===== config.mk =====
export PLATFORM = sky130hd
export DESIGN_NAME = alu_multicycle
export DESIGN_NICKNAME = d
export VERILOG_FILES = /design/src/rtl/alu_pkg.sv /design/src/rtl/alu_multicycle_mul_iter.sv /design/src/rtl/alu_multicycle.sv
export SDC_FILE = /design/constraint.sdc
export NUM_CORES = 1
export LEC_CHECK = 0
export CAP_MARGIN = 20
export CELL_PAD_IN_SITES_DETAIL_PLACEMENT = 0
export CELL_PAD_IN_SITES_GLOBAL_PLACEMENT = 1
export CORE_ASPECT_RATIO = 1.75
export CORE_MARGIN = 8
export CORE_UTILIZATION = 36
export DETAILED_ROUTE_END_ITERATION = 10
export GPL_ROUTABILITY_DRIVEN = 0
export HOLD_SLACK_MARGIN = 0.02
export PLACE_DENSITY_LB_ADDON = 0.1
export SLEW_MARGIN = 15
export SYNTH_ARGS = -nofsm -noshare
export SYNTH_HDL_FRONTEND = slang
export SYNTH_SLANG_ARGS = --single-unit
export TNS_END_PERCENT = 1

===== constraint.sdc =====
create_clock -name clk -period 4 [get_ports clk]
set_clock_uncertainty 0.2 [all_clocks]
set_input_delay 0.8 -clock clk [delete_from_list [all_inputs] [get_ports clk]]
set_output_delay 0.8 -clock clk [all_outputs]
set_load 0.1 [all_outputs]

===== src/rtl/alu_pkg.sv =====
// alu_pkg: operation codes and FSM states shared by alu_multicycle and its tests
package alu_pkg;
    typedef enum logic [3:0] {
        OP_ADD = 4'd0,
        OP_SUB = 4'd1,
        OP_AND = 4'd2,
        OP_OR  = 4'd3,
        OP_XOR = 4'd4,
        OP_SLL = 4'd5,
        OP_SRL = 4'd6,
        OP_SRA = 4'd7,
        OP_MUL = 4'd8
    } op_t;
    typedef enum logic [1:0] {
        IDLE = 2'd0,
        BUSY = 2'd1,
        DONE = 2'd2
    } state_t;
endpackage


===== src/rtl/alu_multicycle_mul_iter.sv =====
// mul_iter: unsigned shift-add multiplier, one partial product per cycle for WIDTH cycles
module mul_iter #(
    parameter int WIDTH = 8
) (
    input  logic               clk,
    input  logic               reset,
    input  logic               start,
    input  logic [WIDTH-1:0]   a,
    input  logic [WIDTH-1:0]   b,
    output logic               done,
    output logic [2*WIDTH-1:0] prod
);
    localparam int CW = $clog2(WIDTH + 1);
    logic [2*WIDTH-1:0] r_acc;
    logic [2*WIDTH-1:0] r_mcand;
    logic [WIDTH-1:0]   r_mplier;
    logic [CW-1:0]      r_cnt;
    logic               r_busy;
    always_ff @(posedge clk) begin
        if (reset) begin
            r_acc    <= '0;
            r_mcand  <= '0;
            r_mplier <= '0;
            r_cnt    <= '0;
            r_busy   <= 1'b0;
        end else if (start) begin
            r_acc    <= '0;
            r_mcand  <= {{WIDTH{1'b0}}, a};
            r_mplier <= b;
            r_cnt    <= CW'(WIDTH);
            r_busy   <= 1'b1;
        end else if (r_busy) begin
            if (r_cnt != '0) begin
                r_acc    <= r_mplier[0] ? r_acc + r_mcand : r_acc;
                r_mcand  <= r_mcand << 1;
                r_mplier <= r_mplier >> 1;
                r_cnt    <= r_cnt - CW'(1);
            end else begin
                r_busy   <= 1'b0;
            end
        end
    end
    // done pulses for one cycle once all WIDTH partial products are summed
    assign done = r_busy && (r_cnt == '0);
    assign prod = r_acc;
endmodule


===== src/rtl/alu_multicycle.sv =====
// alu_multicycle: handshaked ALU, single-cycle logic/arith/shift ops plus optional iterative MUL.
// Define ALU_MUL_EN to compile in MUL (op 8); otherwise op 8 is reported as illegal.
module alu_multicycle
    import alu_pkg::*;
#(
    parameter int WIDTH = 8,
    parameter int SHW   = $clog2(WIDTH)
) (
    input  logic             clk,
    input  logic             reset,
    input  logic             in_valid,
    output logic             in_ready,
    input  logic [3:0]       op,
    input  logic [WIDTH-1:0] in1,
    input  logic [WIDTH-1:0] in2,
    output logic             out_valid,
    input  logic             out_ready,
    output logic [WIDTH-1:0] result,
    output logic             zero,
    output logic             carry,
    output logic             illegal
);
    state_t             r_state;
    logic [WIDTH-1:0]   r_result;
    logic               r_zero;
    logic               r_carry;
    logic               r_illegal;
    logic               w_accept;
    logic               w_is_mul;
    logic               w_mul_done;
    logic [2*WIDTH-1:0] w_prod;
    logic               w_ovf;
    logic [SHW-1:0]     w_amt;
    logic [WIDTH-1:0]   w_sra;
    logic [WIDTH-1:0]   w_res;
    logic               w_cy;
    logic               w_ill;

    assign in_ready  = (r_state == IDLE);
    assign out_valid = (r_state == DONE);
    assign w_accept  = in_valid && in_ready;
    assign result    = r_result;
    assign zero      = r_zero;
    assign carry     = r_carry;
    assign illegal   = r_illegal;

`ifdef ALU_MUL_EN
    assign w_is_mul = (op == OP_MUL);
    mul_iter #(.WIDTH(WIDTH)) u_mul (
        .clk   (clk),
        .reset (reset),
        .start (w_accept && w_is_mul),
        .a     (in1),
        .b     (in2),
        .done  (w_mul_done),
        .prod  (w_prod)
    );
`else
    assign w_is_mul   = 1'b0;
    assign w_mul_done = 1'b0;
    assign w_prod     = '0;
`endif

    // shift amounts at or beyond WIDTH saturate rather than wrap
    assign w_ovf = (in2 >= WIDTH'(WIDTH));
    assign w_amt = in2[SHW-1:0];
    assign w_sra = $signed(in1) >>> w_amt;

    always_comb begin
        w_res = '0;
        w_cy  = 1'b0;
        w_ill = 1'b0;
        case (op)
            OP_ADD: {w_cy, w_res} = {1'b0, in1} + {1'b0, in2};
            OP_SUB: begin
                w_res = in1 - in2;
                w_cy  = (in1 < in2);
            end
            OP_AND: w_res = in1 & in2;
            OP_OR:  w_res = in1 | in2;
            OP_XOR: w_res = in1 ^ in2;
            OP_SLL: w_res = w_ovf ? '0 : in1 << w_amt;
            OP_SRL: w_res = w_ovf ? '0 : in1 >> w_amt;
            OP_SRA: w_res = w_ovf ? {WIDTH{in1[WIDTH-1]}} : w_sra;
            default: w_ill = 1'b1;
        endcase
    end

    always_ff @(posedge clk) begin
        if (reset) begin
            r_state   <= IDLE;
            r_result  <= '0;
            r_zero    <= 1'b0;
            r_carry   <= 1'b0;
            r_illegal <= 1'b0;
        end else begin
            case (r_state)
                IDLE: if (w_accept) begin
                    r_state <= w_is_mul ? BUSY : DONE;
                    if (!w_is_mul) begin
                        r_result  <= w_res;
                        r_zero    <= (w_res == '0);
                        r_carry   <= w_cy;
                        r_illegal <= w_ill;
                    end
                end
                BUSY: if (w_mul_done) begin
                    r_state   <= DONE;
                    r_result  <= w_prod[WIDTH-1:0];
                    r_zero    <= (w_prod[WIDTH-1:0] == '0);
                    r_carry   <= |w_prod[2*WIDTH-1:WIDTH];
                    r_illegal <= 1'b0;
                end
                DONE: if (out_ready) r_state <= IDLE;
                default: r_state <= IDLE;
            endcase
        end
    end
endmodule


; Yosys cells after proc, flatten, opt, wreduce, memory -nomap -nowiden
; Cells that the tools add are included.
[op_classes]
n_bitwise = 4
muxes = 9
n_shift = 3
n_eq_ne = 11
magnitude_cmp = 2
add_sub_neg = 2
n_reduce_logical = 7
[ops]
columns = cell, count
row1 = one-hot mux 8 bit (8 select lines), 1
row2 = 2-to-1 mux 8 bit, 3
row3 = "equality test 4 x 3 -> 1 bit, second input constant", 4
row4 = adder 8 x 8 -> 9 bit, 1
row5 = bitwise AND 8 bit, 1
row6 = "equality test 4 x 2 -> 1 bit, second input constant", 2
row7 = ">= comparator 8 x 4 -> 1 bit, second input constant", 1
row8 = logical NOT 8 bit, 1
row9 = less-than comparator 8 bit, 1
row10 = OR 8 bit, 1
row11 = OR reduction 8 bit, 1
row12 = left shift 8 x 3 -> 8 bit, 1
row13 = right shift 8 x 3 -> 8 bit, 1
row14 = >>> shifter 8 x 3 -> 8 bit, 1
row15 = subtractor 8 bit, 1
row16 = bitwise XOR 8 bit, 1
row17 = one-hot mux 2 bit (3 select lines), 1
row18 = "equality test 4 x 1 -> 1 bit, second input constant", 1
row19 = logical NOT 4 bit, 1
row20 = 2-to-1 mux 2 bit, 2
row21 = "!= test 2 x 1 -> 1 bit, second input constant", 2
row22 = AND reduction 3 bit, 1
row23 = "equality test 2 x 1 -> 1 bit, second input constant", 1
row24 = "equality test 2 bit, second input constant", 1
row25 = 6 further kinds, 6
[word_totals]
reg_bits = 13
in_bits = 24
word_cells = 43
out_inout_bits = 13

; Depth between registers and ports, before layout
[depth]
ltp_word = 4
ltp_mapped = 11
mapped_depth_nobuf = 11

; Worst setup path after synthesis
; OpenSTA, ideal clock, no wires.
[synth_timing]
kind = input to register
start = input in2[1]
end = register r_zero, in the netlist zero
t_arrival_ns = 3.533
path_stages = 10
setup_slack_ns = 0.179
n_path_buf = 1
setup_ns = 0.088
required_time_ns = 3.712
path_cell_list = buf_2 > clkinv_1 > fa_1 > nor3b_1 > or3_1 > a221o_1 > xnor2_1 > a221o_1 > or3_1 > o32ai_2
[synth_via]
elab_chain_len = 4
elab_cells_between_ends = 14
classes_between = add/sub: 2 / order compare: 1 / shift: 3 / mux: 4 / bitwise: 3 / reduce/logical: 1
[synth_lines]
columns = element, line
row1 = "start, declared", alu_multicycle.sv:15  ; input logic [WIDTH-1:0] in2,
row2 = >= comparator 8 x 4 -> 1 bit (tied with other cells), alu_multicycle.sv:65  ; assign w_ovf = (in2 >= WIDTH'(WIDTH));
row3 = 2-to-1 mux 8 bit (on tied branches), "alu_multicycle.sv:84, alu_multicycle.sv:82, alu_multicycle.sv:83"
row4 = one-hot mux 8 bit (8 select lines) *, alu_multicycle.sv:73  ; case (op)
row5 = logical NOT 8 bit *, alu_multicycle.sv:102  ; r_zero <= (w_res == '0);
row6 = "end signal, assigned", alu_multicycle.sv:102
row7 = "end signal, assigned", alu_multicycle.sv:110  ; r_zero <= (w_prod[WIDTH-1:0] == '0);
row8 = "end, declared", alu_multicycle.sv:25  ; logic r_zero;
; Mark *: on every way between the ends. The rest lies on a longest branch, timed or not.
; A chain may end at the register's enable or synchronous reset.

; Worst setup path after layout
; Same ends and word-level chain as after synthesis.

==> reports/metrics.csv <==
stage;metric;value;unit
outcome;outcome;finished, final reports clean;
clocking;cts_buffer_depth;2;
layout;final_util;48.6;%
clocking;clkSlewWorstSetupHoldPaths;0.05;ns
sta;slew_viol_final;0;
clocking;insertion_delay;0.23;ns
sta;fin_crit;3.77;ns
logic_synthesis;synthArstFlopShare;0;%
global_route;grt_max_degree;23;
critical_path;crit_path_cell_trace;clkdlybuf4s50_1 > clkinv_1 > buf_4 > ha_1 > o21bai_1 > buf_4 > a21oi_1 > o21ai_0 > a2111oi_2 > nand2_1 > a311o_1 > o32ai_2;
layout;final_cell_mix;buf_4 (37), clkdlybuf4s50_1 (34), nor2_1 (29);
critical_path;crit_family;compound AO/OA/AOI/OAI gates;
floorplanning;dieWidth;75.6;um
logic_synthesis;syn_inst;290;
logic_synthesis;syn_avg_cell_area;7.72;um2
layout;layout-drive-gt1-share;18.6;%
route;viasPerCell;5.90;
sta;rsz0062_at_grt;no;
hold_path;hp-class;reg -> reg;
global_route;antenna_found_initial;0;
place;dpl.hpwl;6.80;mm
global_route;grt_usage;18.2;%
floorplanning;coreArea;6090;um2
route;ant_nets;0;
floorplanning;row_count;38;
logic_synthesis;synth_fp_nets;341;
clocking;cts.htree.levels;1;
route;totalWireLength;8.16;mm
layout;regArea;240;um2
clocking;cts_hold_buffers;0;
route;post-route-drc-count;0;
sta;maxSlewHeadroom;29.6;%
power;p_total;620;uW
route;vias;2530;
run;maxCapViolations;0;
sta;finalSetupTns;0;ns
critical_path;critPathMaxStageDelay;0.55;ns
sta;period_share;94.3;%
critical_path;cpMostUsedCell;buf_4;
critical_path;worst-path-buf-inv;4;
global_route;overflow;0;
logic_synthesis;synthesis.area;2240;um2
layout;layout.cells.most_common;buf_4;
power;power_density;210;nW/um2
sta;fmax;265;MHz
global_route;grt_pass1_vias;2456;
logic_synthesis;synth_seq_area_share;10.7;%
sta;hold_viol_final;0;
floorplanning;io_pins;37;
layout;fillers;676;
critical_path;arrival;3.72;ns
critical_path;worstSetupEndpointType;register;
layout;multi_input_area;1830;um2
clocking;cts_tree;done;
critical_path;critPathMaxFanout;8;
floorplanning;floorplan.initialDensity;36.8;%
floorplanning;dieHeight;120;um
layout;areaGrowthSynthToFinish;32.0;%
clocking;clkSinkCount;12;
place;portBuffers;36;
logic_synthesis;ys_warn_count;0;
route;dr.pass1.iters;4;
sta;fin_ws;0.230;ns
layout;antenna_cells;0;
clocking;cts_buffers;3;
critical_path;crit_required;3.95;ns
logic_synthesis;yosysTopAreaCell;ha_1;
power;power_leakage;0.00121;uW
power;peakVddDrop;62.0;uV
critical_path;critPathKind;in -> reg;
logic_synthesis;synth_top_cell_area_share;14.0;%
route;drtIter0Drc;156;
sta;tightestPinTransition;1.04;ns
route;drt-wirelength-per-cell;19.0;um
clocking;cts_root_buf;clkbuf_8;
logic_synthesis;synth_cell_types;65;
sta;setup_violations;0;
logic_synthesis;synth_edf_count;0;
logic_synthesis;ys.flop_type;dfxtp_1;
floorplanning;die_area;9100;um2
logic_synthesis;ys_ff_latch;12;
critical_path;slowest_stage;a2111oi_2;
place;post-place-ws;-0.165;ns
critical_path;startpoint_type;primary input;
global_route;grt_first_pass_wirelength;12.7;mm
layout;fin_nets;402;
logic_synthesis;synthTopCellsByArea;ha_1 (14%), dfxtp_1 (11%), mux4_2 (6.0%), nor2_1 (4.9%), a21oi_1 (4.0%);
[Yosys cell counts, drive strengths merged, types with 2 or more instances]
| cell | n |
|---|---|
| nor2 | 29 |
| ha | 25 |
| inv | 25 |
| a21oi | 19 |
| nand2 | 17 |
| dfxtp | 12 |
| nor3 | 11 |
| a211oi | 10 |
| o21ai | 10 |
| clkbuf | 9 |
| buf | 8 |
| mux4 | 6 |
| nand2b | 6 |
| mux2i | 5 |
| nand3 | 5 |
| nand3b | 5 |
| nor3b | 5 |
| o211ai | 5 |
| or3 | 5 |
| a211o | 4 |
| mux2 | 4 |
| nor2b | 4 |
| o22ai | 4 |
| a221oi | 3 |
| a31oi | 3 |
| nor4 | 3 |
| nor4b | 3 |
| o21bai | 3 |
| o311ai | 3 |
| a2111oi | 2 |
| a221o | 2 |
| a22oi | 2 |
| a2bb2oi | 2 |
| a311o | 2 |
| clkinv | 2 |
| fa | 2 |
| nand4 | 2 |
| nor4bb | 2 |
| o2111ai | 2 |
| or4 | 2 |
| xnor2 | 2 |
[tightest hold or removal path, stage by stage, from the launching register on]
cell     delay (ns)
dfxtp_1        0.30
nand2_1        0.05
a21oi_1        0.05
[what timing repair did]
action	CTS	global route
setup endpoints to repair	0	1
resized for setup	0	5
setup buffers	0	3
[metal layers]
layer  share of wire [%]  up-vias  global-route usage [%]
met2                  55       94                    33.1
li1                    -     1214                       -
met4                 4.8        0                    9.56
met3                 5.1       19                    1.41
met1                  36     1203                    19.6
met5                   0        -                       0
[power by group]
group          total [uW]  leakage, uW  switching [uW]  internal, uW
logic                 381      0.00109             230           151
clock network         105    0.0000216            39.5          66.0
registers             133    0.0000989            4.42           129
total                 620      0.00121             274           346
[metrics by stage]
| stage | hold WS (ns) | cell area (um2) | std cells |
|---|---|---|---|
| floorplan | 0.678 | 2240 | 290 |
| global placement | 0.246 | 2880 | 423 |
| detailed placement | 0.248 | 2880 | 423 |
| CTS | 0.255 | 2920 | 426 |
| global route | 0.281 | 2960 | 429 |
| finish | 0.251 | 2960 | 429 |
[logic make-up after synthesis]
family | Yosys count | share of synthesized area, %
DFF | 12 | 10.7
AOI/OAI and AO/OA | 88 | 29.4
xor gates and xnor gates | 2 | 0.783
adders and majority gates | 27 | 15.8
muxes | 15 | 10.3
and+or+nand+nor | 102 | 25.3
buffers and inverters | 44 | 7.77
[state kept, by name (all words and copies together), names as in the netlist]
name / cells
illegal: 1
r_state: 1
carry: 1
zero: 1
result: 8
[path summary, 6_finish.rpt]
kind | from | end | slack [ns] | depth (start not counted)
worst max register to register | r_state[1] | zero | 1.66 | 7
worst min-delay path | result[6] | result[6] | 0.25 | 2
worst min register to register | result[6] | result[6] | 0.25 | 2
worst max-delay path | in2[1] | zero | 0.23 | 12
[cell type report]
type | instances | area share [%]
well taps | 80 | 3.39
multi-input cells | 234 | 61.9
clock buffers | 3 | 1.40
inverters | 27 | 3.43
flip-flops and latches | 12 | 8.13
repair buffers | 73 | 21.8
(Power assumes the default switching activity.)
==> edit (config.mk and constraints unchanged) <==
Re-encode `state_t` (3 states) as one-hot, 3 bits wide.
--- a/src/rtl/alu_pkg.sv
+++ b/src/rtl/alu_pkg.sv
@@ -12,8 +12,8 @@
         OP_MUL = 4'd8
     } op_t;
-    typedef enum logic [1:0] {
-        IDLE = 2'd0,
-        BUSY = 2'd1,
-        DONE = 2'd2
+    typedef enum logic [2:0] {
+        IDLE = 3'b001,
+        BUSY = 3'b010,
+        DONE = 3'b100
     } state_t;
 endpackage
Formal check against the unedited RTL: no difference found for any inputs over 10 cycles, from zero or initial values and one cycle with reset high; not proved beyond that.
==> edit against the unedited design <==
Register-to-register slack better by 0.10 ns; count of clock-buffer cells in the layout is 1 higher; final cell count is 2.1% lower; sequential cell count is 1 higher; worst setup slack better by 0.16 ns; die area is 0.74% lower; synthesized cell count is 1.7% higher; non-clock buffer count is 19 lower; area after synthesis is 0.89% lower; via count is 5.7% lower; design area is 5.3% lower; routed wire length is 2.2% lower; total power is 0.78% lower; critical path type unchanged.
==> edit: results (changes against the unedited design) <==
Outcome = completed
Worst hold start = result[4]
Largest net degree at the start of global routing = 21 (-8.7%)
Cell variety after synth = 59 (-9.2%)
Multiplexer share of the synthesized area = 9.701% (-0.58 points)
Drt first-iter violations = 154 (-1.3%)
Synth Area in Adders = 15.91% (+0.14 points)
Register area share after synthesis = 11.73% (+1.0 points)
VDD IR-drop max = 0.08001 mV (+29%)
Share of cells above drive strength 1 = 11.47% (-7.2 points)
CP Max Fanout = 5 (-3)
Vias per std cell = 5.679 (-3.7%)
Met3 wire len = 358 µm (-13%)
Clock network power share = 18.8% (+1.8 points)
Routed WL per cell = 19.00 µm (about the same)
Syn avg cell area = 7.520 µm² (-2.6%)
Compound-Gate Fraction of Synth Area = 28.37% (-1.0 points)
GRT met2 Usage = 32.92% (-0.22 points)
Leakage = 0.001164 µW (-3.6%)
Internal power = 340.8 µW (-1.6%)
Vias in the first global route = 2,416 (-1.6%)
PwrDens = 219.7 nW/µm² (+4.8%)
Routing usage on met3 = 1.504% (+0.094 points)
Total track usage = 18.33% (+0.14 points)
Post-Route WL = 7982 µm (-2.2%)
edit: cell types whose count changed in the layout (fill, tap and decap cells not counted), moves of 4 or more:
cell     change
o21ai_0      +4
nor2b_1      +4
or2_2        +5
buf_4       -19
nor2_1       -4
o31ai_1      +4
a21oi_1      +6
edit: final timing paths:
| path | end | slack, ns | cells after the start |
|---|---|---|---|
| worst max-delay path | zero | 0.39 | 10 |
| worst min-delay path | result[4] | 0.25 | 2 |
| worst max register to register | zero | 1.76 | 7 |
| worst min register to register | result[4] | 0.25 | 2 |
edit: final cells by class:
cell class / count / area (µm²)
timing repair buffer: 54 / 495.5
clock buffer: 4 / 45.04
sequential: 13 / 260.3
inverter: 26 / 97.59
tap: 80 / 100.1
fill: 689 / 3287
multi-input combinational: 243 / 1800
edit: critical path, cell delays in order:
cell and delay [ns]:
clkdlybuf4s50_1 0.48, clkinv_1 0.19, ha_1 0.37, or2_2 0.35, a211oi_1 0.28, o31ai_1 0.16
a211o_1 0.29, a211oi_1 0.33, nand4_1 0.15, o31ai_2 0.18
